--- config.mk ---
export PLATFORM = sky130hd
export DESIGN_NAME = id_exe_pipe_reg
export DESIGN_NICKNAME = d
export VERILOG_FILES = /design/src/rtl/id_exe_pkg.sv /design/src/rtl/id_exe_fwd_patch.sv /design/src/rtl/id_exe_pipe_reg.sv
export SDC_FILE = /design/constraint.sdc
export NUM_CORES = 1
export LEC_CHECK = 0
export ABC_AREA = 1
export BUFFER_PORTS_ARGS = -buffer_cell sky130_fd_sc_hd__buf_2
export CELL_PAD_IN_SITES_DETAIL_PLACEMENT = 1
export CELL_PAD_IN_SITES_GLOBAL_PLACEMENT = 1
export CORE_UTILIZATION = 37
export CTS_CLUSTER_SIZE = 14
export DETAILED_ROUTE_END_ITERATION = 8
export GPL_ROUTABILITY_DRIVEN = 0
export PLACE_DENSITY_LB_ADDON = 0.1
export RECOVER_POWER = 50
export SYNTH_ARGS = -nofsm -noshare
export SYNTH_HDL_FRONTEND = slang
export SYNTH_SLANG_ARGS = --single-unit
--- constraint.sdc ---
create_clock -name clk -period 9.82 [get_ports clk]
set_input_delay 0.982 -clock clk [delete_from_list [all_inputs] [get_ports clk]]
set_output_delay 0.982 -clock clk [all_outputs]
set_load 0.03 [all_outputs]
--- src/rtl/id_exe_pkg.sv ---
// Shared types for the ID->EXE pipeline register: payload bundle and occupancy state.
// Payload widths mirror the default module parameters.
package id_exe_pkg;

  localparam int XLEN   = 32;
  localparam int REG_AW = 5;
  localparam int CTRL_W = 8;

  typedef struct packed {
    logic              wb_en;
    logic [REG_AW-1:0] rd_addr;
    logic [REG_AW-1:0] rs1_addr;
    logic [REG_AW-1:0] rs2_addr;
    logic [XLEN-1:0]   rs1_data;
    logic [XLEN-1:0]   rs2_data;
    logic [XLEN-1:0]   imm;
    logic [XLEN-1:0]   pc;
    logic [CTRL_W-1:0] ctrl;
  } id_ex_payload_t;

  typedef enum logic [1:0] {
    EMPTY = 2'd0,
    ONE   = 2'd1,
    FULL  = 2'd2
  } pipe_state_e;

endpackage

--- src/rtl/id_exe_fwd_patch.sv ---
// Combinational write-back forwarding: overwrites rs1/rs2 data of one payload
// when its source address matches a non-zero write-back address.
module id_exe_fwd_patch
  import id_exe_pkg::*;
(
  input  id_ex_payload_t    pay_i,
  input  logic              en_i,
  input  logic [REG_AW-1:0] addr_i,
  input  logic [XLEN-1:0]   data_i,
  output id_ex_payload_t    pay_o
);

  always_comb begin
    pay_o = pay_i;
    if (en_i && (addr_i != '0)) begin
      if (pay_i.rs1_addr == addr_i) pay_o.rs1_data = data_i;
      if (pay_i.rs2_addr == addr_i) pay_o.rs2_data = data_i;
    end
  end

endmodule

--- src/rtl/id_exe_pipe_reg.sv ---
// ID->EXE pipeline register with valid/ready handshake, 2-entry skid, synchronous flush.
// Optional write-back forwarding into held entries when ID_EXE_WB_FWD_EN is defined.
module id_exe_pipe_reg
  import id_exe_pkg::*;
#(
  parameter int XLEN   = id_exe_pkg::XLEN,
  parameter int REG_AW = id_exe_pkg::REG_AW,
  parameter int CTRL_W = id_exe_pkg::CTRL_W
) (
  input  logic              clk,
  input  logic              rst,
  input  logic              flush,
`ifdef ID_EXE_WB_FWD_EN
  input  logic              wb_fwd_en,
  input  logic [REG_AW-1:0] wb_fwd_addr,
  input  logic [XLEN-1:0]   wb_fwd_data,
`endif
  input  logic              in_valid,
  output logic              in_ready,
  input  logic              wb_en_id,
  input  logic [REG_AW-1:0] rd_addr_id,
  input  logic [REG_AW-1:0] rs1_addr_id,
  input  logic [REG_AW-1:0] rs2_addr_id,
  input  logic [XLEN-1:0]   rs1_data_id,
  input  logic [XLEN-1:0]   rs2_data_id,
  input  logic [XLEN-1:0]   imm_id,
  input  logic [XLEN-1:0]   pc_id,
  input  logic [CTRL_W-1:0] ctrl_id,
  output logic              out_valid,
  input  logic              out_ready,
  output logic              wb_en_ex,
  output logic [REG_AW-1:0] rd_addr_ex,
  output logic [REG_AW-1:0] rs1_addr_ex,
  output logic [REG_AW-1:0] rs2_addr_ex,
  output logic [XLEN-1:0]   rs1_data_ex,
  output logic [XLEN-1:0]   rs2_data_ex,
  output logic [XLEN-1:0]   imm_ex,
  output logic [XLEN-1:0]   pc_ex,
  output logic [CTRL_W-1:0] ctrl_ex
);

  pipe_state_e    state_q, state_d;
  id_ex_payload_t main_q, main_d, skid_q, skid_d;
  id_ex_payload_t in_raw, in_p, main_cur, skid_cur;
  logic           accept, take;

  assign in_raw = '{wb_en:    wb_en_id,
                    rd_addr:  rd_addr_id,
                    rs1_addr: rs1_addr_id,
                    rs2_addr: rs2_addr_id,
                    rs1_data: rs1_data_id,
                    rs2_data: rs2_data_id,
                    imm:      imm_id,
                    pc:       pc_id,
                    ctrl:     ctrl_id};

`ifdef ID_EXE_WB_FWD_EN
  // Only occupied entries are patched; stale contents stay untouched.
  id_exe_fwd_patch u_patch_in (
    .pay_i(in_raw), .en_i(wb_fwd_en), .addr_i(wb_fwd_addr), .data_i(wb_fwd_data), .pay_o(in_p)
  );
  id_exe_fwd_patch u_patch_main (
    .pay_i(main_q), .en_i(wb_fwd_en && (state_q != EMPTY)), .addr_i(wb_fwd_addr),
    .data_i(wb_fwd_data), .pay_o(main_cur)
  );
  id_exe_fwd_patch u_patch_skid (
    .pay_i(skid_q), .en_i(wb_fwd_en && (state_q == FULL)), .addr_i(wb_fwd_addr),
    .data_i(wb_fwd_data), .pay_o(skid_cur)
  );
`else
  assign in_p     = in_raw;
  assign main_cur = main_q;
  assign skid_cur = skid_q;
`endif

  // Handshake flags come straight from the state flops: no out_ready -> in_ready path.
  assign in_ready  = (state_q != FULL);
  assign out_valid = (state_q != EMPTY);
  assign accept    = in_valid && in_ready;
  assign take      = out_valid && out_ready;

  always_comb begin
    state_d = state_q;
    main_d  = main_cur;
    skid_d  = skid_cur;
    if (flush) begin
      state_d = EMPTY;
    end else begin
      unique case (state_q)
        EMPTY: if (accept) begin
          state_d = ONE;
          main_d  = in_p;
        end
        ONE: begin
          if (accept && take) begin
            main_d = in_p;
          end else if (accept) begin
            state_d = FULL;
            skid_d  = in_p;
          end else if (take) begin
            state_d = EMPTY;
          end
        end
        FULL: if (take) begin
          state_d = ONE;
          main_d  = skid_cur;
        end
        default: state_d = EMPTY;
      endcase
    end
  end

  always_ff @(posedge clk or posedge rst) begin
    if (rst) begin
      state_q <= EMPTY;
      main_q  <= '0;
      skid_q  <= '0;
    end else begin
      state_q <= state_d;
      main_q  <= main_d;
      skid_q  <= skid_d;
    end
  end

  assign wb_en_ex    = main_q.wb_en && out_valid;
  assign rd_addr_ex  = main_q.rd_addr;
  assign rs1_addr_ex = main_q.rs1_addr;
  assign rs2_addr_ex = main_q.rs2_addr;
  assign rs1_data_ex = main_q.rs1_data;
  assign rs2_data_ex = main_q.rs2_data;
  assign imm_ex      = main_q.imm;
  assign pc_ex       = main_q.pc;
  assign ctrl_ex     = main_q.ctrl;

endmodule

==> metrics.csv <==
stage,metric,value,unit
sta,hold_viol,0,
power,p_clk_frac,0.344,
grt,overflow,0,
synth,synth_top_area_frac,0.544,
floorplanning,coreArea,37600,um^2
drt,vias,10435,
grt,grt_pass1_vias,10560,
drt,drt_wl_total,35000,um
run_status,violations,"max-capacitance violations, max-slew violations",
sta,setup_viol,0,
worst_setup_path,max_stage_delay,2570,ps
worst_setup_path,crit_path_top_delay_cell,nand2_1,
place,placed_cell_area,14700,um^2
worst_setup_path,crit_top_cell,buf_4,
worst_setup_path,crit_buf_inv,3,
sta,tightest_slew,5280,ps
place,dp_hpwl,22300,um
worst_setup_path,crit_path_end_kind,flop,
place,dp.cells,2228,
grt,track_usage,0.182,
clock_network,cts-root-buf,clkbuf_16,
drt,vias_per_cell,4.54,
place,port_buffers,310,
hold_path,min_path_type,flop to flop,
sta,finalCritPeriodShare,0.606,
drt,firstDrtPassIters,4,
finish,syn_to_final_growth,11.2,%
synth,avgSynthCellArea,8.55,um^2
clock_network,clk_pin_slew,60,ps
drt,drtIter0Drc,496,
synth,synth_edf_count,0,
worst_setup_path,crit_fanout,117,
clock_network,cts_tree,built,
power,p_per_area,250,nW/um^2
finish,layout.cells.non_filler,2299,
sta,fin_crit,5950,ps
sta,rsz0062_at_grt,false,
run_status,outcome,"finished, violations left",
power,p_switching,1.29,mW
power,internal_power,2.63,mW
floorplanning,num_rows,71,
synth,synth_top_cells_by_count,"nand2_1, o21ai_0, dfrtp_1",
sta,fmax,0.168,GHz
finish,drive_above_1_share,0.130,
power,total_leakage_power,8.14,nW
finish,stdcell_area,15700,um^2
sta,finalMaxSlewViolations,238,
floorplanning,io_pins,311,
synth,ys_seq_elements,306,
worst_setup_path,crit_family,simple AND/OR/NAND/NOR gates,
floorplanning,die_area,38900,um^2
worst_setup_path,critPathRequiredTime,10190,ps
synth,synth-main-ff-cell,dfrtp_1,
floorplanning,die_h,197,um
sta,whs,475,ps
worst_setup_path,cp.arrival,6320,ps
finish,nets,1913,
clock_network,cts.sinks,306,
synth,synth_top_cells_by_area,"dfrtp_1, o21ai_0, nand2_1, buf_4, inv_1",
sta,final.setup.tns,0,ps
grt,grt_pass1_wl,56600,um
drt,ant_nets,0,
synth,async_flop_share,1.00,
clock_network,insertion_delay,530,ps
sta,fin_worst_skew,25.2,ps
synth,yosysUniqueCellTypes,19,
worst_setup_path,startpoint_type,flop,
grt,grt_max_degree,120,
power,ir_worst_vdd,99.6,uV
finish,post-route-util,0.417,
clock_network,cts_buffers,37,
finish,nFillCells,4636,
worst_setup_path,crit_type,flop to flop,
synth,yosysWarnings,0,
floorplanning,initial_core_util,0.375,
synth,ys_seq_area_frac,0.544,
synth,syn_inst,1647,
power,netSwitchingFraction,0.329,
power,pwr-share-comb,0.208,
clock_network,post_cts_buffers,0,
synth,synth_top_cell_by_area,dfrtp_1,
sta,slew_headroom,-2.52,
drt,drc,0,
drt,wire_per_inst,15.2,um
worst_setup_path,path_cells,"inv_1, nand2_1, nand2_2, nand3_4, buf_4, buf_4, o21ai_0",
grt,grt_antenna_before_repair,11,
synth,synth.most_common_cell,nand2_1,
clock_network,htreeDepth,2,
clock_network,clockBufferDepth,3,
synth,synth.cell_area,14100,um^2
synth,synth_fp_nets,1804,
job,drv_cap,2,
clock_network,cts_resized,0,
power,p_seq_frac,0.447,
floorplanning,die_w,197,um
clock_network,ctsHoldBuffers,0,
==> path summary, 6_finish.rpt <==
check                      cells past startpoint      endpoint  slack, ps          from
setup / recovery                               7      pc_ex[3]       3870    state_q[0]
hold reg to reg                                2  skid_cur[82]        480  skid_cur[82]
min in group asynchronous                      2  skid_cur[14]       2040           rst
max in group asynchronous                      4  skid_cur[56]       4240           rst
hold / removal                                 2  skid_cur[82]        480  skid_cur[82]
setup reg to reg                               7      pc_ex[3]       3870    state_q[0]
==> through the flow <==
| stage | setup WS, ps | power (mW) |
|---|---|---|
| 3_3_place_gp | 6050 | 2.60 |
| 5_1_grt | 3050 | 4.16 |
| 2_1_floorplan | 379 | 2.52 |
| 4_1_cts | 6040 | 4.01 |
| 3_5_place_dp | 5970 | 2.64 |
| 6_report | 3870 | 3.91 |
==> cells by family (layout without fill, tap and decap cells) <==
logic type             after synthesis  after routing  synth area share
AOI/OAI and AO/OA                  458            458             0.163
buffers and inverters              409            545             0.164
DFF                                306            306             0.544
other                                0              5                 0
and+or+nand+nor                    474            474             0.129
==> worst reg2reg max path: stages (launching register included) <==
cell and delay [ps]:
dfrtp_1 470, inv_1 110, nand2_1 2570, nand2_2 180, nand3_4 430, buf_4 820
buf_4 960, o21ai_0 270
==> registers in the layout, indices dropped and copies added (netlist names) <==
name,count
rs1_addr_ex,5
rd_addr_ex,5
rs2_data_ex,32
state_q,2
main_cur,1
rs1_data_ex,32
imm_ex,32
pc_ex,32
ctrl_ex,8
skid_cur,152
rs2_addr_ex,5
==> layout by cell type (no fill, tap or decap), types with 3 or more instances in the layout <==
cell type and instances:
buf_2 158, buf_4 10, clkbuf_1 162, clkbuf_16 39, clkbuf_8 12, clkinv_2 4
dfrtp_1 306, diode_2 5, inv_1 157, nand2_1 465, nand2_2 3, nor2_1 3
o21ai_0 424, o21ai_1 32
==> layout make-up <==
type / instances / area, um^2 / area share
Sequential cell: 306 / 7660 / 0.489
Tap cell: 511 / 639 / 0.0408
Timing Repair Buffer: 320 / 1440 / 0.0917
Inverter: 159 / 598 / 0.0382
Multi-Input combinational cell: 932 / 4120 / 0.263
Clock buffer: 61 / 1180 / 0.0752
Antenna cell: 5 / 12.5 / 0.000799
Clock inverter: 5 / 28.8 / 0.00184
==> power by group through the flow <==
stage / clock (mW) / combinational [mW] / sequential, mW
after floorplan: 0 / 0.802 / 1.72
after global placement: 0 / 0.842 / 1.76
after detailed placement: 0 / 0.868 / 1.77
after CTS: 1.39 / 0.870 / 1.75
after global routing: 1.44 / 0.924 / 1.80
final: 1.35 / 0.815 / 1.75
==> metal layers <==
layer,up-vias,part of all wire,global-route usage
met5,-,0.0022,0
met4,12,0.017,0.0459
met2,219,0.44,0.277
met3,56,0.078,0.0651
li1,5282,-,-
met1,4866,0.47,0.246
(Power assumes the default switching activity.)
